$ cat config.mk
export PLATFORM = sky130hd
export DESIGN_NAME = out_port_ctrl
export DESIGN_NICKNAME = d
export VERILOG_FILES = /design/src/rtl/out_port_ctrl.sv
export SDC_FILE = /design/constraint.sdc
export NUM_CORES = 1
export LEC_CHECK = 0
export CAP_MARGIN = 20
export CORE_UTILIZATION = 54
export CTS_CLUSTER_SIZE = 30
export DETAILED_ROUTE_END_ITERATION = 8
export PLACE_DENSITY = 0.75
export SETUP_SLACK_MARGIN = 0.15
export SYNTH_ARGS = -nofsm -noshare
export SYNTH_HDL_FRONTEND = slang
export SYNTH_SLANG_ARGS = --single-unit
$ cat constraint.sdc
create_clock -name clk -period 2.06 [get_ports clk]
set_clock_uncertainty 0.05 [all_clocks]
set_input_delay 0.309 -clock clk [delete_from_list [all_inputs] [get_ports clk]]
set_output_delay 0.309 -clock clk [all_outputs]
set_load 0.02 [all_outputs]
$ cat src/rtl/out_port_ctrl.sv
// Output-port controller: buffers OUT writes in a circular FIFO behind a
// registered O_Port with a valid/ready handshake, stall on full, sticky overflow.
module out_port_ctrl #(
   parameter int DATA_W = 8,
   parameter int DEPTH  = 4,
   parameter int LVL_W  = 3
) (
   input  logic              clk,
   input  logic              rstn,
   input  logic              out_we,
   input  logic [DATA_W-1:0] out_data,
   output logic              stall_req,
   output logic [DATA_W-1:0] O_Port,
   output logic              o_valid,
   input  logic              o_ready,
   output logic [LVL_W-1:0]  level,
   output logic              overflow,
   input  logic              ovf_clr
);

   localparam int PTR_W = (DEPTH > 1) ? $clog2(DEPTH) : 1;

   logic [DATA_W-1:0] mem_q [DEPTH];
   logic [PTR_W-1:0]  wptr_q, wptr_d;
   logic [PTR_W-1:0]  rptr_q, rptr_d;
   logic [LVL_W-1:0]  count_q, count_d;
   logic [DATA_W-1:0] oport_q, oport_d;
   logic              ovld_q, ovld_d;
   logic              ovf_q, ovf_d;

   logic hs, empty, full, bypass, pop, direct, push_req, push, drop;

   always_comb begin
      hs       = ovld_q & o_ready;
      empty    = (count_q == '0);
      full     = (count_q == LVL_W'(DEPTH));
      bypass   = ~ovld_q & empty & out_we;
      pop      = hs & ~empty;
      direct   = hs & empty & out_we;
      push_req = out_we & ~bypass & ~direct;
      // A full FIFO still accepts a write when the head leaves on the same edge.
      push     = push_req & (~full | pop);
      drop     = push_req & full & ~pop;
   end

   always_comb begin
      oport_d = oport_q;
      ovld_d  = ovld_q;
      if (bypass) begin
         oport_d = out_data;
         ovld_d  = 1'b1;
      end else if (pop) begin
         oport_d = mem_q[rptr_q];
      end else if (direct) begin
         oport_d = out_data;
      end else if (hs) begin
         ovld_d  = 1'b0;
      end
   end

   always_comb begin
      wptr_d  = push ? wptr_q + 1'b1 : wptr_q;
      rptr_d  = pop  ? rptr_q + 1'b1 : rptr_q;
      count_d = count_q;
      case ({push, pop})
         2'b10:   count_d = count_q + LVL_W'(1);
         2'b01:   count_d = count_q - LVL_W'(1);
         default: count_d = count_q;
      endcase
      ovf_d = drop ? 1'b1 : (ovf_clr ? 1'b0 : ovf_q);
   end

   always_ff @(posedge clk or negedge rstn) begin
      if (!rstn) begin
         wptr_q  <= '0;
         rptr_q  <= '0;
         count_q <= '0;
         oport_q <= '0;
         ovld_q  <= 1'b0;
         ovf_q   <= 1'b0;
      end else begin
         wptr_q  <= wptr_d;
         rptr_q  <= rptr_d;
         count_q <= count_d;
         oport_q <= oport_d;
         ovld_q  <= ovld_d;
         ovf_q   <= ovf_d;
      end
   end

   // Storage array carries data only; its contents are qualified by count_q.
   always_ff @(posedge clk) begin
      if (push) mem_q[wptr_q] <= out_data;
   end

   assign stall_req = full;
   assign O_Port    = oport_q;
   assign o_valid   = ovld_q;
   assign level     = count_q;
   assign overflow  = ovf_q;

endmodule

Word-level counts from Yosys, hierarchy flattened
Memory sizes are Yosys's and may differ from the RTL's.
Index checks and enable logic that the tools add are counted.
Cells by class
  bitwise operators: 18
  equality and inequality tests: 5
  add/subtract/negate cells: 4
  reductions and logical operators: 6
  muxes and demuxes: 12
Operator list (count)
  8-bit two-way mux: 3
  1-bit bitwise AND: 11
  1-bit two-way mux: 8
  1-bit NOT: 6
  3-bit one-hot mux with 2 select lines: 1
  2-bit nonzero test: 3
  2-bit by 1-bit adder with 2-bit output, second input constant: 2
  2-bit != test, second input constant: 2
  3-bit by 1-bit adder with 3-bit output, second input constant: 1
  3-bit == test, second input constant: 1
  3-bit zero test: 1
  3-bit AND reduction: 1
  3-bit nonzero test: 1
  3-bit by 1-bit subtractor with 3-bit output, second input constant: 1
  2-bit by 1-bit == test with 1-bit output, second input constant: 1
  2-bit == test, second input constant: 1
  1-bit bitwise OR: 1
Storage, ports and cells
  output and inout port bits: 14
  RAM bits: 32
  memories: 1
  bits in registers: 17
Memory list
  mem_q: depth 4, bits a word 8, rd ports 1, clocked after memory_dff 0, write ports 1, line 23  | logic [DATA_W-1:0] mem_q [DEPTH];

Logic depth before layout (Yosys ltp)
Gate-level depths: netlist of run 1.
  depth in word-level cells: 9
  gate-level depth with buffers: 9

Least setup slack after synthesis of run 1
No wires, ideal clock.
  path type: flip-flop to flip-flop
  from: register count_q[0] (netlist: level[0])
  to: register count_q[2] (netlist: level[2])
  stages on the path, launching flop included: 10
  data required time: 1.930 ns
  data arrival time: 1.956 ns
  buffers on the path: 2
  period minus slack after synthesis: 2.086 ns
  path slack: -0.026 ns
  cell sequence: dfrtp_1 clkbuf_8 o311a_2 clkbuf_1 nand2b_1 fa_1 inv_1 nor3_1 a31oi_1 xnor2_1
On the way
  cells in the longest elaborated chain, start to end: 9
  elaborated cells on any way between the ends: 21
  classes of those cells: add/sub (2); eq/ne (3); mux (1); bitwise (13); reduce/logical (2)
Ends and longest elaborated chain
  start, declared: line 26  | logic [LVL_W-1:0] count_q, count_d;
  start signal, assigned: line 84  | count_q <= count_d;
  3-bit zero test: line 35  | empty = (count_q == '0);
  1-bit bitwise AND (2 in a row): line 37  | bypass = ~ovld_q & empty & out_we;
  1-bit NOT: line 40  | push_req = out_we & ~bypass & ~direct;
  1-bit bitwise AND (2 in a row): line 40
  1-bit bitwise AND: line 42  | push = push_req & (~full | pop);
  2-bit by 1-bit == test with 1-bit output or 2-bit == test (tied branches): line 65  | case ({push, pop})
  3-bit one-hot mux with 2 select lines or 2-bit nonzero test (tied branches)
Parallel ways exist; a longest one is shown, timed or not.
A chain may end at the register's enable or synchronous reset.

Final worst setup path of run 1
  from: register count_q[2] (netlist: level[2])
  to: output level[2]
RTL lines
  end, declared: line 16  | output logic [LVL_W-1:0] level,
No word-level cell between the ends.

==> results of run 1 <==
## final timing paths
path / from / to / slack (ns) / depth (start not counted)
setup / recovery: level[2] / level[2] / 0.22 / 1
hold / removal: rstn / O_Port[2] / 0.28 / 2
setup reg to reg: level[1] / level[2] / 0.24 / 7
hold reg to reg: overflow / overflow / 0.46 / 1
max in group asynchronous: rstn / level[2] / 1.47 / 2
min in group clk: overflow / overflow / 0.46 / 1
## power breakdown
part           internal (mW)  switching (mW)  total (mW)
logic                  0.905           0.826        1.73
registers               1.38           0.284        1.67
clock network          0.254           0.348       0.602
total                   2.54            1.46        4.00
## through the flow
step	utilization, %	hold slack, ns
after floorplan	-	-0.03659
after global placement	69.21	0.4285
after CTS	71.96	0.2724
after global routing	72.03	0.2822
final	72.03	0.2758
after detailed placement	69.21	0.4384
## cells in the final DEF (no fill, tap or decap), drive strengths merged, types with 4 or more instances in the layout
master	n
mux4	8
inv	8
and2	4
a31oi	9
nand2	23
ha	4
clkdlybuf4s50	25
xnor2	4
clkbuf	5
o21ai	5
dfrtp	17
buf	16
edfxtp	32
nor2	10
## Yosys cell counts
cell / number / area, sq um
nand2_1: 23 / 86.33
mux4_2: 8 / 180.2
ha_1: 4 / 50.05
mux2_2: 1 / 11.26
buf_2: 2 / 10.01
or4_4: 1 / 11.26
a21oi_4: 1 / 16.27
nor3b_1: 2 / 15.01
nand3_1: 2 / 10.01
and2_1: 4 / 25.02
a32o_1: 1 / 10.01
o311a_2: 1 / 11.26
o21ai_1: 1 / 5.000
xnor2_1: 4 / 35.03
nor3_1: 3 / 15.01
fa_1: 1 / 20.02
inv_1: 6 / 22.52
xor2_1: 1 / 8.760
dfrtp_1: 17 / 425.4
clkbuf_1: 3 / 11.26
nand2b_1: 1 / 6.260
o21ai_0: 4 / 20.02
nor4_1: 1 / 6.260
a32oi_1: 1 / 8.760
edfxtp_1: 32 / 960.9
clkbuf_8: 3 / 41.29
nor2_1: 10 / 37.54
o311ai_0: 1 / 8.760
a31oi_2: 2 / 25.02
buf_6: 2 / 22.52
and3_1: 1 / 6.260
a22o_1: 3 / 26.28
a31oi_1: 7 / 43.79
## state kept, by name, indices dropped and copies added, names as in the netlist
register and flops:
o_valid 1, mem_q 32, O_Port 8, wptr_q 2
overflow 1, level 3, rptr_q 2
## kinds of logic after synthesis
family / synth area share, %
fa+ha+maj: 3.195
mux: 8.728
simple gates: 9.983
buf+inv: 4.906
xor+xnor: 1.996
flops: 63.21
compound gates: 7.986
## per-layer routing
metal | wire length (um) | track usage (%) | up-vias
met4 | 48 | 8.696 | 0
met3 | 168 | 5.903 | 6
met2 | 2284 | 39.16 | 40
met5 | 0 | 0 | -
met1 | 1712 | 26.61 | 697
li1 | - | - | 642
## repair_timing
action,4_1_cts,5_1_grt
hold buffers,0,0
endpoints found under the setup margin,11,2
resized for setup,2,2
pin swaps,0,0
## layout make-up
type	instances	area, sq um
clock buffer	5	68.82
clock inverter	3	28.78
fill	242	1055
inverter	6	22.52
multi-input combinational	89	714.4
sequential	49	1391
tap	48	60.06
timing repair buffer	42	430.4
==> metrics, run 1 <==
post-DR wirelength/cell=17.41 um; RSZ-0062 raised after global routing=no; CP arrival=1.48 ns; Max FO, Critical Path=12; number of synthesized register bits=49; num ports=27; CTS sink count=49; DRT Pass-1 Iters=4; CP cell instances=clkdlybuf4s50_1; worst path bufs/invs=1; Post-route DRC=0; post-synth net total=172; CP startpoint kind=flop; Placed Cells=234; Longest Clk Path Bufs=2; maxcap violations=0; count of final setup violators=0; IO buf count=26; # rows=22; share of post-route cells with drive strength above 1=22.68%; final instance area=0.002716 sq mm; placement-stage cell area=0.002610 sq mm; Clk Latency, worst-skew pair=0.31 ns; syn avg cell area=14.24 sq um; Worst-path clk slew=0.10 ns; sequential element share of the synthesized area=63.21%; Worst VDD drop=0.7000 mV; n_diodes=0; RD Place Congestion=0.8115; Critical Path RT=1.70 ns; Num CTS Buffers=5; Starting Density=58.16%; leakage=1.019 nW; Slew Viols, Final=0; Syn Inst Count=154; post-layout min period=1.843 ns; Overall Global Routing Usage=22.59%; post-route setup slack=0.2169 ns; worst slack, placed=-0.009749 ns; top cell family by delay on the critical path=buffers and inverters; pwr/cell area=1472 mW/mm^2; vias in the first global route=1403; Worst slew margin=57.53%; WL final=4214 um; initial antenna violation count=0; core area=0.003771 sq mm; Via density=5.723; Die Area=0.004320 sq mm; antenna viol nets, final=0; fin nets=211; mapped cell area=0.002193 sq mm; CP max stage cell=clkdlybuf4s50_1; Die Span Y=65.73 um; H-tree depth=2; vias=1385; CP max stage delay=0.66 ns; Setup Fix Bufs, Post-CTS=0; critical path type=flop to output pin; die span in x=65.73 um; outcome=complete, no violations; largest net degree at the start of global routing=19; Ys Warns=0; Fin. Hold Viols=0; first-pass GRT wire length=6768 um; total power=3.999 mW; Hold Path Class=primary input to asynchronous set/reset pin; gr ovfl total=0; Root Buffer=clkbuf_8; final non-filler cell total=242; fmax=0.5426 GHz; setup_tns=0 ns; Initial DRC Count=108; final period utilization=89.47%; Tightest Pin Transition=0.6360 ns; synth-to-layout area growth=23.85%; dpl hpwl=3081 um; Distinct cells, synth=33; CTS tree=built; CP Capture Type=output pin
(Power assumes the default switching activity.)
==> run 2: changes to the inputs <==
--- a/config.mk
+++ b/config.mk
@@ -10,6 +10,7 @@
 export CTS_CLUSTER_SIZE = 30
 export DETAILED_ROUTE_END_ITERATION = 8
 export PLACE_DENSITY = 0.75
+export RECOVER_POWER = 100
 export SETUP_SLACK_MARGIN = 0.15
 export SYNTH_ARGS = -nofsm -noshare
 export SYNTH_HDL_FRONTEND = slang
==> metrics, run 2 (synthesized netlist as in run 1, its figures left out) <==
outcome=complete, no violations; Switch Pwr=1.441 mW; RR Startpoint=level[1]; RD Place Congestion=0.8115; Max FO, Critical Path=8; synth-to-layout area growth=22.30%; CP Launch Point=o_ready; commonest non-fill, non-tap cell in the layout=edfxtp_1; hold_buf cts=0; die span in x=65.73 um; vias=1388; # rows=22; final instance area=0.002683 sq mm; Fin. Hold Viols=0; worst path bufs/invs=3; leakage=1.003 nW; Overall Global Routing Usage=22.59%; initial antenna violation count=0; CP max stage cell=clkdlybuf4s50_1; post-DR wirelength/cell=17.25 um; CP cell instances=clkdlybuf4s50_1 > buf_4 > xor2_1 > o21ai_0 > and2_0 > clkbuf_2; CP Capture Type=flop; hold_ws=0.4499 ns; Worst slew margin=34.43%; Num CTS Buffers=5; num ports=27; final core occ=71.13%; Longest Clk Path Bufs=2; post-layout min period=1.912 ns; IO buf count=26; worst r2r dst=O_Port[4]; vias in the first global route=1403; Root Buffer=clkbuf_8; Die Area=0.004320 sq mm; critical path type=primary input to flop; Critical Path RT=2.01 ns; dpl hpwl=3081 um; n_diodes=0; maxcap violations=0; core area=0.003771 sq mm; fmax=0.5231 GHz; Post-route DRC=0; Via density=5.736; Hold Path Class=flop to flop; Worst path depth=6; sw frac=37.12%; CTS tree=built; pwr/cell area=1448 mW/mm^2; CP startpoint kind=primary input; Setup Fix Bufs, Post-CTS=0; share of post-route cells with drive strength above 1=20.10%; fin nets=211; Multi-input gate area=714.4 sq um; reg2reg setup slack=0.16 ns; gr ovfl total=0; Slew Viols, Final=0; Flop pwr share=42.7%; CP max stage delay=0.42 ns; antenna viol nets, final=0; top cell family by delay on the critical path=buffers and inverters; placement-stage cell area=0.002610 sq mm; Starting Density=58.16%; final non-filler cell total=242; WL final=4175 um; max reg flops=32; first-pass GRT wire length=6768 um; Placed Cells=234; RSZ-0062 raised after global routing=no; final period utilization=92.80%; Die Span Y=65.73 um; Clock Power Share=15.4%; H-tree depth=2; Storage cell area=0.001390 sq mm; commonest non-fill, non-tap cells in the layout=edfxtp_1, nand2_1, dlygate4sd3_1, dfrtp_1, nor2_1; Worst VDD drop=0.6488 mV; Clk Latency, worst-skew pair=0.31 ns; R2R depth=5; Worst-path clk slew=0.10 ns; Initial DRC Count=93; Int Power=2.442 mW; Logic pwr share=42.0%; register bank with the most flops=mem_q; Tightest Pin Transition=0.9836 ns; Filler cells=247; DRT Pass-1 Iters=4; count of final setup violators=0; CP endpoint=mem_q[1][0]; CTS sink count=49; CP arrival=1.86 ns; largest net degree at the start of global routing=19
-- run 2: cell types whose count changed in the layout (fill, tap and decap cells not counted), sizes merged --
cell / delta
buf: -6
clkbuf: +6
clkdlybuf4s50: -21
dlygate4sd3: +21
-- run 2: metal layers --
layer	routed length, um	vias up	GRT usage, %
met2	2255	41	39.16
li1	-	643	-
met5	0	-	0
met1	1661	695	26.61
met3	197	9	5.903
met4	60	0	8.696
-- run 2: power by group through the flow --
stage / Clock, mW / Combinational, mW / Sequential, mW
2_1_floorplan: 0 / 1.06 / 1.67
3_3_place_gp: 0 / 1.69 / 1.65
3_5_place_dp: 0 / 1.75 / 1.67
4_1_cts: 0.619 / 1.75 / 1.66
5_1_grt: 0.652 / 1.78 / 1.69
6_report: 0.596 / 1.63 / 1.66
-- run 2: worst register-to-register path, stage by stage (launching register included) --
cell and delay (ns):
dfrtp_1 0.51, or4_4 0.60, a21oi_4 0.17, clkbuf_2 0.26
nor2_1 0.07, a31oi_1 0.16
-- run 2: stage by stage --
step                power [mW]  worst slack (ns)    TNS, ns
floorplan                2.726            0.1524          0
global placement         3.338           0.05447          0
detailed placement       3.421         -0.009749  -0.009749
CTS                      4.030            0.1901          0
global route             4.122           0.07912          0
finish                   3.883            0.1483          0
-- run 2: cell type report --
type                    count  share of cell area [%]
clock buffers               5                   2.565
clock inverters             3                   1.073
inverters                   6                  0.8396
multi-input cells          89                   26.63
flip-flops and latches     49                   51.82
well taps                  48                   2.239
repair buffers             42                   14.83
-- run 2: worst min-delay path by stage --
| stage | depth (start not counted) | slack, ns | start | to |
|---|---|---|---|---|
| floorplan | 0 | -0.04 | rstn | O_Port[0] |
| global placement | 1 | 0.43 | overflow | overflow |
| detailed placement | 1 | 0.44 | overflow | overflow |
| CTS | 2 | 0.27 | rstn | O_Port[2] |
| global route | 1 | 0.47 | overflow | overflow |
| finish | 1 | 0.45 | overflow | overflow |
-- run 2: repair_timing --
action	CTS	global route
endpoints found under the setup margin	11	2
cloned	0	0
gates resized for setup	2	2
==> run 3: changes to the inputs <==
--- a/config.mk
+++ b/config.mk
@@ -6,10 +6,11 @@
 export NUM_CORES = 1
 export LEC_CHECK = 0
 export CAP_MARGIN = 20
-export CORE_UTILIZATION = 54
+export CORE_UTILIZATION = 35
+export CTS_CLUSTER_DIAMETER = 30
 export CTS_CLUSTER_SIZE = 30
 export DETAILED_ROUTE_END_ITERATION = 8
-export PLACE_DENSITY = 0.75
+export PLACE_DENSITY = 0.51
 export RECOVER_POWER = 100
 export SETUP_SLACK_MARGIN = 0.15
 export SYNTH_ARGS = -nofsm -noshare
==> metrics, run 3 (synthesized netlist as in run 1, its figures left out) <==
CP Capture Type=output pin; CP endpoint=level[1]; Post-route DRC=0; worst r2r dst=O_Port[2]; hold_ws=0.4502 ns; top cell family by delay on the critical path=buffers and inverters; count of final setup violators=0; Root Buffer=clkbuf_8; CP cell instances=dlygate4sd3_1; Int Power=2.381 mW; largest net degree at the start of global routing=18; CP arrival=1.54 ns; Starting Density=36.61%; commonest non-fill, non-tap cells in the layout=edfxtp_1, nand2_1, dlygate4sd3_1, dfrtp_1, nor2_1; vias=1338; Filler cells=533; Clk Latency, worst-skew pair=0.30 ns; final non-filler cell total=267; IO buf count=26; Tightest Pin Transition=1.019 ns; Logic pwr share=41.0%; RSZ-0062 raised after global routing=no; CTS sink count=49; synth-to-layout area growth=20.99%; Placed Cells=259; Die Area=0.006587 sq mm; maxcap violations=0; fin nets=209; Worst path depth=1; Flop pwr share=43.7%; n_diodes=0; CP Launch Point=level[1]; worst path bufs/invs=1; final period utilization=92.25%; post-route setup slack=0.1597 ns; leakage=0.9821 nW; Initial DRC Count=65; WL final=4209 um; fmax=0.5262 GHz; Critical Path RT=1.70 ns; Clock Power Share=15.4%; dpl hpwl=2965 um; core area=0.005991 sq mm; Setup Fix Bufs, Post-CTS=0; Fin. Hold Viols=0; CP startpoint kind=flop; RR Startpoint=level[1]; CP max stage delay=0.72 ns; Worst-path clk slew=0.10 ns; die span in x=81.16 um; initial antenna violation count=0; Longest Clk Path Bufs=2; commonest non-fill, non-tap cell in the layout=edfxtp_1; worst slack, placed=-0.02167 ns; RD Place Congestion=0.7573; Num CTS Buffers=5; num ports=27; max reg flops=32; CP max stage cell=dlygate4sd3_1; critical path type=flop to output pin; Max FO, Critical Path=10; first-pass GRT wire length=6948 um; share of post-route cells with drive strength above 1=18.23%; Via density=5.011; DRT Pass-1 Iters=4; Hold Path Class=flop to flop; reg2reg setup slack=0.20 ns; R2R depth=5; gr ovfl total=0; Worst slew margin=32.04%; H-tree depth=2; Worst Hold Depth=1; # rows=28; register bank with the most flops=mem_q; post-DR wirelength/cell=15.76 um; CTS tree=built; Switch Pwr=1.385 mW; Worst VDD drop=0.5173 mV; pwr/cell area=1419 mW/mm^2; sw frac=36.78%; antenna viol nets, final=0; Overall Global Routing Usage=14.74%; post-layout min period=1.900 ns; Slew Viols, Final=0; Die Span Y=81.16 um; hold_buf cts=0; vias in the first global route=1376; outcome=complete, no violations
run 3: area by class of cell:
type | count | area (sq um) | share of cell area, %
Sequential cell | 49 | 1390 | 52.38
Multi-Input combinational cell | 89 | 686.9 | 25.88
Timing Repair Buffer | 40 | 370.4 | 13.96
Tap cell | 75 | 93.84 | 3.536
Clock buffer | 5 | 68.82 | 2.593
Inverter | 6 | 22.52 | 0.8487
Clock inverter | 3 | 21.27 | 0.8015
run 3: metrics by stage:
| step | power, mW | utilization (%) | TNS [ns] | instance area [sq um] |
|---|---|---|---|---|
| final | 3.767 | 44.30 | 0 | 2654 |
| after global routing | 4.040 | 44.30 | 0 | 2654 |
| after CTS | 4.013 | 45.78 | 0 | 2743 |
| after detailed placement | 3.440 | 44.30 | -0.6120 | 2654 |
| after global placement | 3.412 | 44.30 | -0.02553 | 2654 |
| after floorplan | 2.726 | - | 0 | 2215 |
run 3: layer usage:
layer	GRT usage, %	share of wire [%]	wire (um)
met5	0	0	0
met4	3.750	1.0	44
met3	3.933	3.7	154
met2	26.64	51	2156
met1	17.20	44	1854
run 3: timing repair:
item,CTS,global route
pin swaps,0,0
gates resized for setup,1,2
endpoints found under the setup margin,1,2
run 3: power by group through the flow:
stage	sequential [mW]	clock, mW	combinational, mW
after floorplan	1.67	0	1.06
after global placement	1.67	0	1.74
after detailed placement	1.68	0	1.76
after CTS	1.66	0.596	1.76
after global routing	1.70	0.641	1.70
final	1.64	0.580	1.54
run 3: worst min path at each step:
stage / startpoint / endpoint / slack, ns
after global routing: overflow / overflow / 0.49
after CTS: rstn / rptr_q[0] / 0.29
after floorplan: rstn / O_Port[0] / -0.04
final: overflow / overflow / 0.45
after global placement: overflow / overflow / 0.44
after detailed placement: overflow / overflow / 0.44
==> RTL change 1 (flow settings as in run 2) <==
Set the parameter `DATA_W` to 9 (it was 8).
--- a/src/rtl/out_port_ctrl.sv
+++ b/src/rtl/out_port_ctrl.sv
@@ -1,7 +1,7 @@
 // Output-port controller: buffers OUT writes in a circular FIFO behind a
 // registered O_Port with a valid/ready handshake, stall on full, sticky overflow.
 module out_port_ctrl #(
-   parameter int DATA_W = 8,
+   parameter int DATA_W = 9,
    parameter int DEPTH  = 4,
    parameter int LVL_W  = 3
 ) (
Interface: changed (resized O_Port and out_data); port bits go from 27 to 29. No check against the original RTL was run, so the function may have changed too.
==> RTL change 1 against run 2 <==
  * Sequential cell count rose by 5
  * Final area rose by 13%
  * Non-clock buffer count rose by 14
  * Setup slack got worse by 18 ps
  * Area after synthesis rose by 8.9%
  * Power rose by 8.9%
  * Combinational power rose by 21%
  * Routed wire length rose by 10%
  * Largest power group is now combinational logic
==> RTL change 1: results (changes against run 2) <==
Critical path
  • FF-to-FF End: level[2] (was O_Port[4])
  • Reg2reg path depth: 7 (was 5)
  • R2R Path Start: level[1] (unchanged)
  • Setup crit start: level[1] (was o_ready)
  • R2r setup slk: 190 ps (was 160 ps)
  • Crit path max fanout: 6 (was 8)

Timing
  • Worst hold margin: 490 ps (was 450 ps)
  • Rel. slew slack: 31.3% (was 34.4%)
  • Setup Total Neg Slack: 0 ps (unchanged)

Route
  • DR pass1 iterations: 4 (unchanged)
  • 1st-iter DRT viols: 189 (was 93)
  • Average wire per standard cell: 16.7 microns (was 17.3 microns)
  • Vias: 1572 (was 1388)

Global routing
  • Antenna violations before repair: 0 (unchanged)
  • Vias in the first global route: 1448 (was 1403)
  • Largest net degree at the start of global routing: 19 (unchanged)
  • First-pass GRT wire length: 6910 microns (was 6770 microns)
  • Tot GR Track Use: 21.2% (was 22.6%)

Yosys
  • Number of library cell types mapped by synthesis: 34 (was 33)
  • Main combinational cell family by area after synthesis: simple AND/OR/NAND/NOR gates (unchanged)
  • Post-synth EDFFs: 36 (was 32)
  • Synthesized instance count: 171 (was 154)
  • Post-synthesis compound-gate area fraction: 7.86% (was 7.99%)
  • Register area share after synthesis: 64.1% (was 63.2%)
  • Xor and xnor area share after synthesis: 1.10% (was 2.00%)
  • Top cells by area, synth: edfxtp_1 45%, dfrtp_1 19%, mux4_2 8.5% (was edfxtp_1 44%, dfrtp_1 19%, mux4_2 8.2%)
  • Post-Synth Adder-Cell Area: 2.93% (was 3.19%)
  • Warnings, synthesis: 0 (unchanged)
  • FFs w/ async S/R, synth: 33.3% (was 34.7%)
  • Synth top cells by count: 36 x edfxtp_1, 24 x nand2_1, 18 x dfrtp_1 (was 32 x edfxtp_1, 23 x nand2_1, 17 x dfrtp_1)
  • Mapped Nets: 190 (was 172)
  • Mux contribution to synthesized area: 8.96% (was 8.73%)

Final layout
  • Most flop-heavy register: mem_q (unchanged)
  • Final Non-Filler Cells: 276 (was 242)
  • Largest register FFs: 36 (was 32)
  • Layout cell share with drive strength beyond 1: 22.6% (was 20.1%)
  • Number of antenna diodes: 0 (unchanged)
  • Nets: 244 (was 211)

Clock network
  • # H-tree levels: 2 (unchanged)
  • Clock buffer depth: 2 (unchanged)
  • Worst skew pair latency: approximately 300 ps
  • Root Buffer: clkbuf_8 (unchanged)
  • Num CTS Buffers: 5 (unchanged)
  • Clk slew on worst S/H paths: 80 ps (was 100 ps)

Placed design
  • Buffers on Ports: 28 (was 26)
  • Dpl cells: 257 (was 234)
  • Pre-CTS WS: -224 ps (was -9.75 ps)
  • Placed inst area: 2890 sq um (was 2610 sq um)
  • HPWL after DPL: 3060 microns (was 3080 microns)
  • Final Wtd Congestion: 0.862 (was 0.812)

Power
  • Static Leakage: 1.14 nW (was 1.00 nW)
  • Net switching power: 1.50 mW (was 1.44 mW)
  • Max VDD drop: 0.000805 V (was 0.000649 V)

Min path
  • Min-Delay Path Depth: 2 (was 1)
  • Hold WC Path Type: flop to flop (unchanged)
  • Hold Startpoint: overflow (unchanged)
  • Hold Path Sink: overflow (unchanged)

Outcome
  • Status: finished, final reports clean (unchanged)
-- RTL change 1: cells by family (layout without fill, tap and decap cells) --
kind of cell               after synthesis  after routing
AOI/OAI and AO/OA                       26             26
xor gates and xnor gates                 3              3
adders and majority gates                5              5
buffers and inverters                   16             71
DFF                                     54             54
muxes                                   10             10
and+or+nand+nor                         57             57
-- RTL change 1: worst max-delay path by stage --
stage / slack (ps) / endpoint / cells past startpoint
2_1_floorplan: 130 / level[2] / 10
4_1_cts: 210 / level[2] / 8
6_report: 130 / level[1] / 2
5_1_grt: 80 / level[2] / 8
3_5_place_dp: -220 / level[2] / 9
3_3_place_gp: -100 / level[2] / 9
-- RTL change 1: power groups by stage --
stage	clock network, mW	logic, mW	registers (mW)
after floorplan	0	1.07	1.83
after global placement	0	1.82	1.77
after detailed placement	0	1.87	1.80
after CTS	0.548	1.87	1.78
after global routing	0.594	2.14	1.76
final	0.538	1.97	1.71
-- RTL change 1: routing by layer --
layer  global-route usage [%]  vias up  part of all wire [%]
li1                         -      730                     -
met1                     26.7      772                    42
met4                     6.77        0                  0.95
met3                     4.77        6                   5.2
met2                     36.4       64                    52
met5                        0        -                     0
-- RTL change 1: final cells by class --
class	count	area, sq um
Multi-Input combinational cell	101	781
Sequential cell	54	1530
Clock buffer	6	72.6
Inverter	7	26.3
Tap cell	50	62.6
Timing Repair Buffer	56	546
Fill cell	269	1090
Clock inverter	2	8.76
-- RTL change 1: what timing repair did --
action,4_1_cts,5_1_grt
setup endpoints to repair,3,1
resized for setup,3,1
hold buffers,0,0
buffers inserted,0,11
-- RTL change 1: critical path, stage by stage (launching register included) --
cell and delay, ps:
dfrtp_1 450, buf_4 160, dlygate4sd3_1 660
==> RTL change 2 (config.mk and constraints of run 2) <==
Made on the original files. Register the output `overflow` once more; this adds one clock of latency there. The other outputs are not delayed to match. Comments in the files are not updated.
--- a/src/rtl/out_port_ctrl.sv
+++ b/src/rtl/out_port_ctrl.sv
@@ -97,7 +97,9 @@
    assign O_Port    = oport_q;
    assign o_valid   = ovld_q;
    assign level     = count_q;
-   assign overflow  = ovf_q;
+   always_ff @(posedge clk) begin
+      overflow <= ovf_q;
+   end
 
 endmodule
 
Behaviour: not the same (Yosys sat finds a counterexample within 10 cycles, from zero or initial values and one cycle with rstn low).
==> RTL change 2 against run 2 <==
  * Area after synthesis grew 0.91%
  * Final area is essentially flat
  * Power shrank 1.5%
  * First-iteration DRC count grew 3.2%
  * Sequential cell count grew 1
  * Fmax grew 0.39%
  * Global-route usage shrank 2.3 points
  * Setup slack gained 7.4 ps
  * Critical path type unchanged
  * Routed wire length shrank 7.2%
  * Non-clock buffer count shrank 1
==> RTL change 2: results (changes against run 2) <==
Yosys
  • FFs w/ async S/R, synth: 34.0% (was 34.7%)
  • Most numerous cell in the Yosys netlist: edfxtp_1 (unchanged)
  • Mapped Nets: 173 (was 172)
  • Synthesized instance count: 155 (was 154)
  • Register area share after synthesis: 63.5% (was 63.2%)
  • Synth top cells by count: 32 x edfxtp_1, 23 x nand2_1, 17 x dfrtp_1 (unchanged)
  • Top cells by area, synth: edfxtp_1 43%, dfrtp_1 19%, mux4_2 8.1% (was edfxtp_1 44%, dfrtp_1 19%, mux4_2 8.2%)
  • Number of library cell types mapped by synthesis: 34 (was 33)
  • Post-synth EDFFs: 32 (unchanged)

Route
  • 1st-iter DRT viols: 96 (was 93)
  • Vias per inst: 5.55 (was 5.74)
  • Average wire per standard cell: 16.0 microns (was 17.3 microns)
  • DR pass1 iterations: 4 (unchanged)

Clock network
  • Clk slew on worst S/H paths: 80 ps (was 100 ps)
  • Post-CTS Resized: 1 (was 2)
  • Number of buffers added for setup after CTS: 0 (unchanged)
  • Clock buffer depth: 2 (unchanged)
  • Root Buffer: clkbuf_8 (unchanged)
  • Num CTS Buffers: 5 (unchanged)

Critical path
  • Top Family by Delay on Critical Path: buffers and inverters (unchanged)
  • Worst path max stage delay: 560 ps (was 420 ps)
  • Crit path max fanout: 8 (unchanged)
  • Crit path max-delay cell type: dlygate4sd3_1 (was clkdlybuf4s50_1)
  • Worst Path Arrival: 1880 ps (was 1860 ps)

Outcome
  • Status: finished, final reports clean (unchanged)

Final layout
  • Filler cells: 273 (was 247)
  • Most flop-heavy register: mem_q (unchanged)
  • Number of antenna diodes: 0 (unchanged)
  • Layout cell share with drive strength beyond 1: 19.1% (was 20.1%)
  • Largest register FFs: 32 (unchanged)
  • Nets: 211 (unchanged)

Global routing
  • Vias in the first global route: 1310 (was 1403)
  • Tot GR Track Use: 20.3% (was 22.6%)
  • Antenna violations before repair: 0 (unchanged)
  • Largest net degree at the start of global routing: 18 (was 19)
  • First-pass GRT wire length: 6220 microns (was 6770 microns)

Power
  • Max VDD drop: 0.000700 V (was 0.000649 V)
  • Power share of the clock group: 14.3% (was 15.4%)
  • Static Leakage: 0.997 nW (was 1.00 nW)
  • Share of total power in combinational logic: 42.6% (was 42.0%)
  • Switching share of power: 35.9% (was 37.1%)

Timing
  • Rel. slew slack: 31.1% (was 34.4%)

Placed design
  • HPWL after DPL: 2810 microns (was 3080 microns)
  • Pre-CTS WS: -30.0 ps (was -9.75 ps)
  • Buffers on Ports: 26 (unchanged)
  • Dpl cells: 234 (unchanged)
  • Final Wtd Congestion: 0.800 (was 0.812)

Min path
  • Hold WC Path Type: flop to flop (unchanged)
RTL change 2: path summary, 6_finish.rpt:
check | startpoint | to | slack, ps | cells past startpoint
max | o_ready | mem_q[3][1] | 160 | 6
min | ovf_q | overflow | 330 | 0
max reg2reg | level[1] | O_Port[5] | 180 | 5
min reg2reg | ovf_q | overflow | 330 | 0
max in group asynchronous | rstn | o_valid | 620 | 2
min in group asynchronous | rstn | O_Port[7] | 640 | 2
RTL change 2: area by class of cell:
cell class                 instances  area (sq um)  share of cell area [%]
clock buffer                       5          68.8                    2.57
multi-input combinational         89           691                    25.8
sequential                        50          1410                    52.6
tap                               48          60.1                    2.24
clock inverter                     3          21.3                   0.793
timing repair buffer              41           407                    15.2
inverter                           6          22.5                   0.840
RTL change 2: logic make-up after synthesis:
logic type / Yosys count / share of synthesized area, %
flops: 50 / 63.5
simple gates: 48 / 9.89
compound gates: 22 / 7.91
buf+inv: 16 / 4.86
mux: 9 / 8.65
xor+xnor: 5 / 1.98
fa+ha+maj: 5 / 3.17
RTL change 2: routing by layer:
| layer | wire (microns) | up-vias | GRT usage [%] | part of all wire (%) |
|---|---|---|---|---|
| met4 | 29 | 0 | 5.59 | 0.75 |
| met3 | 115 | 3 | 4.66 | 3.0 |
| met5 | 0 | - | 0 | 0 |
| met2 | 1950 | 22 | 34.2 | 50 |
| li1 | - | 647 | - | - |
| met1 | 1780 | 670 | 26.3 | 46 |
RTL change 2: worst register-to-register path, stage by stage, from the launching register on:
cell and delay [ps]:
dfrtp_2 480, or4_1 560, a21oi_2 330, buf_12 180, nor2_1 50, a31oi_1 150
RTL change 2: per-stage QoR:
stage / cell area [sq um] / power, mW
after floorplan: 2230 / 2.75
after global placement: 2620 / 3.36
after detailed placement: 2620 / 3.42
after CTS: 2710 / 3.97
after global routing: 2680 / 4.08
final: 2680 / 3.82
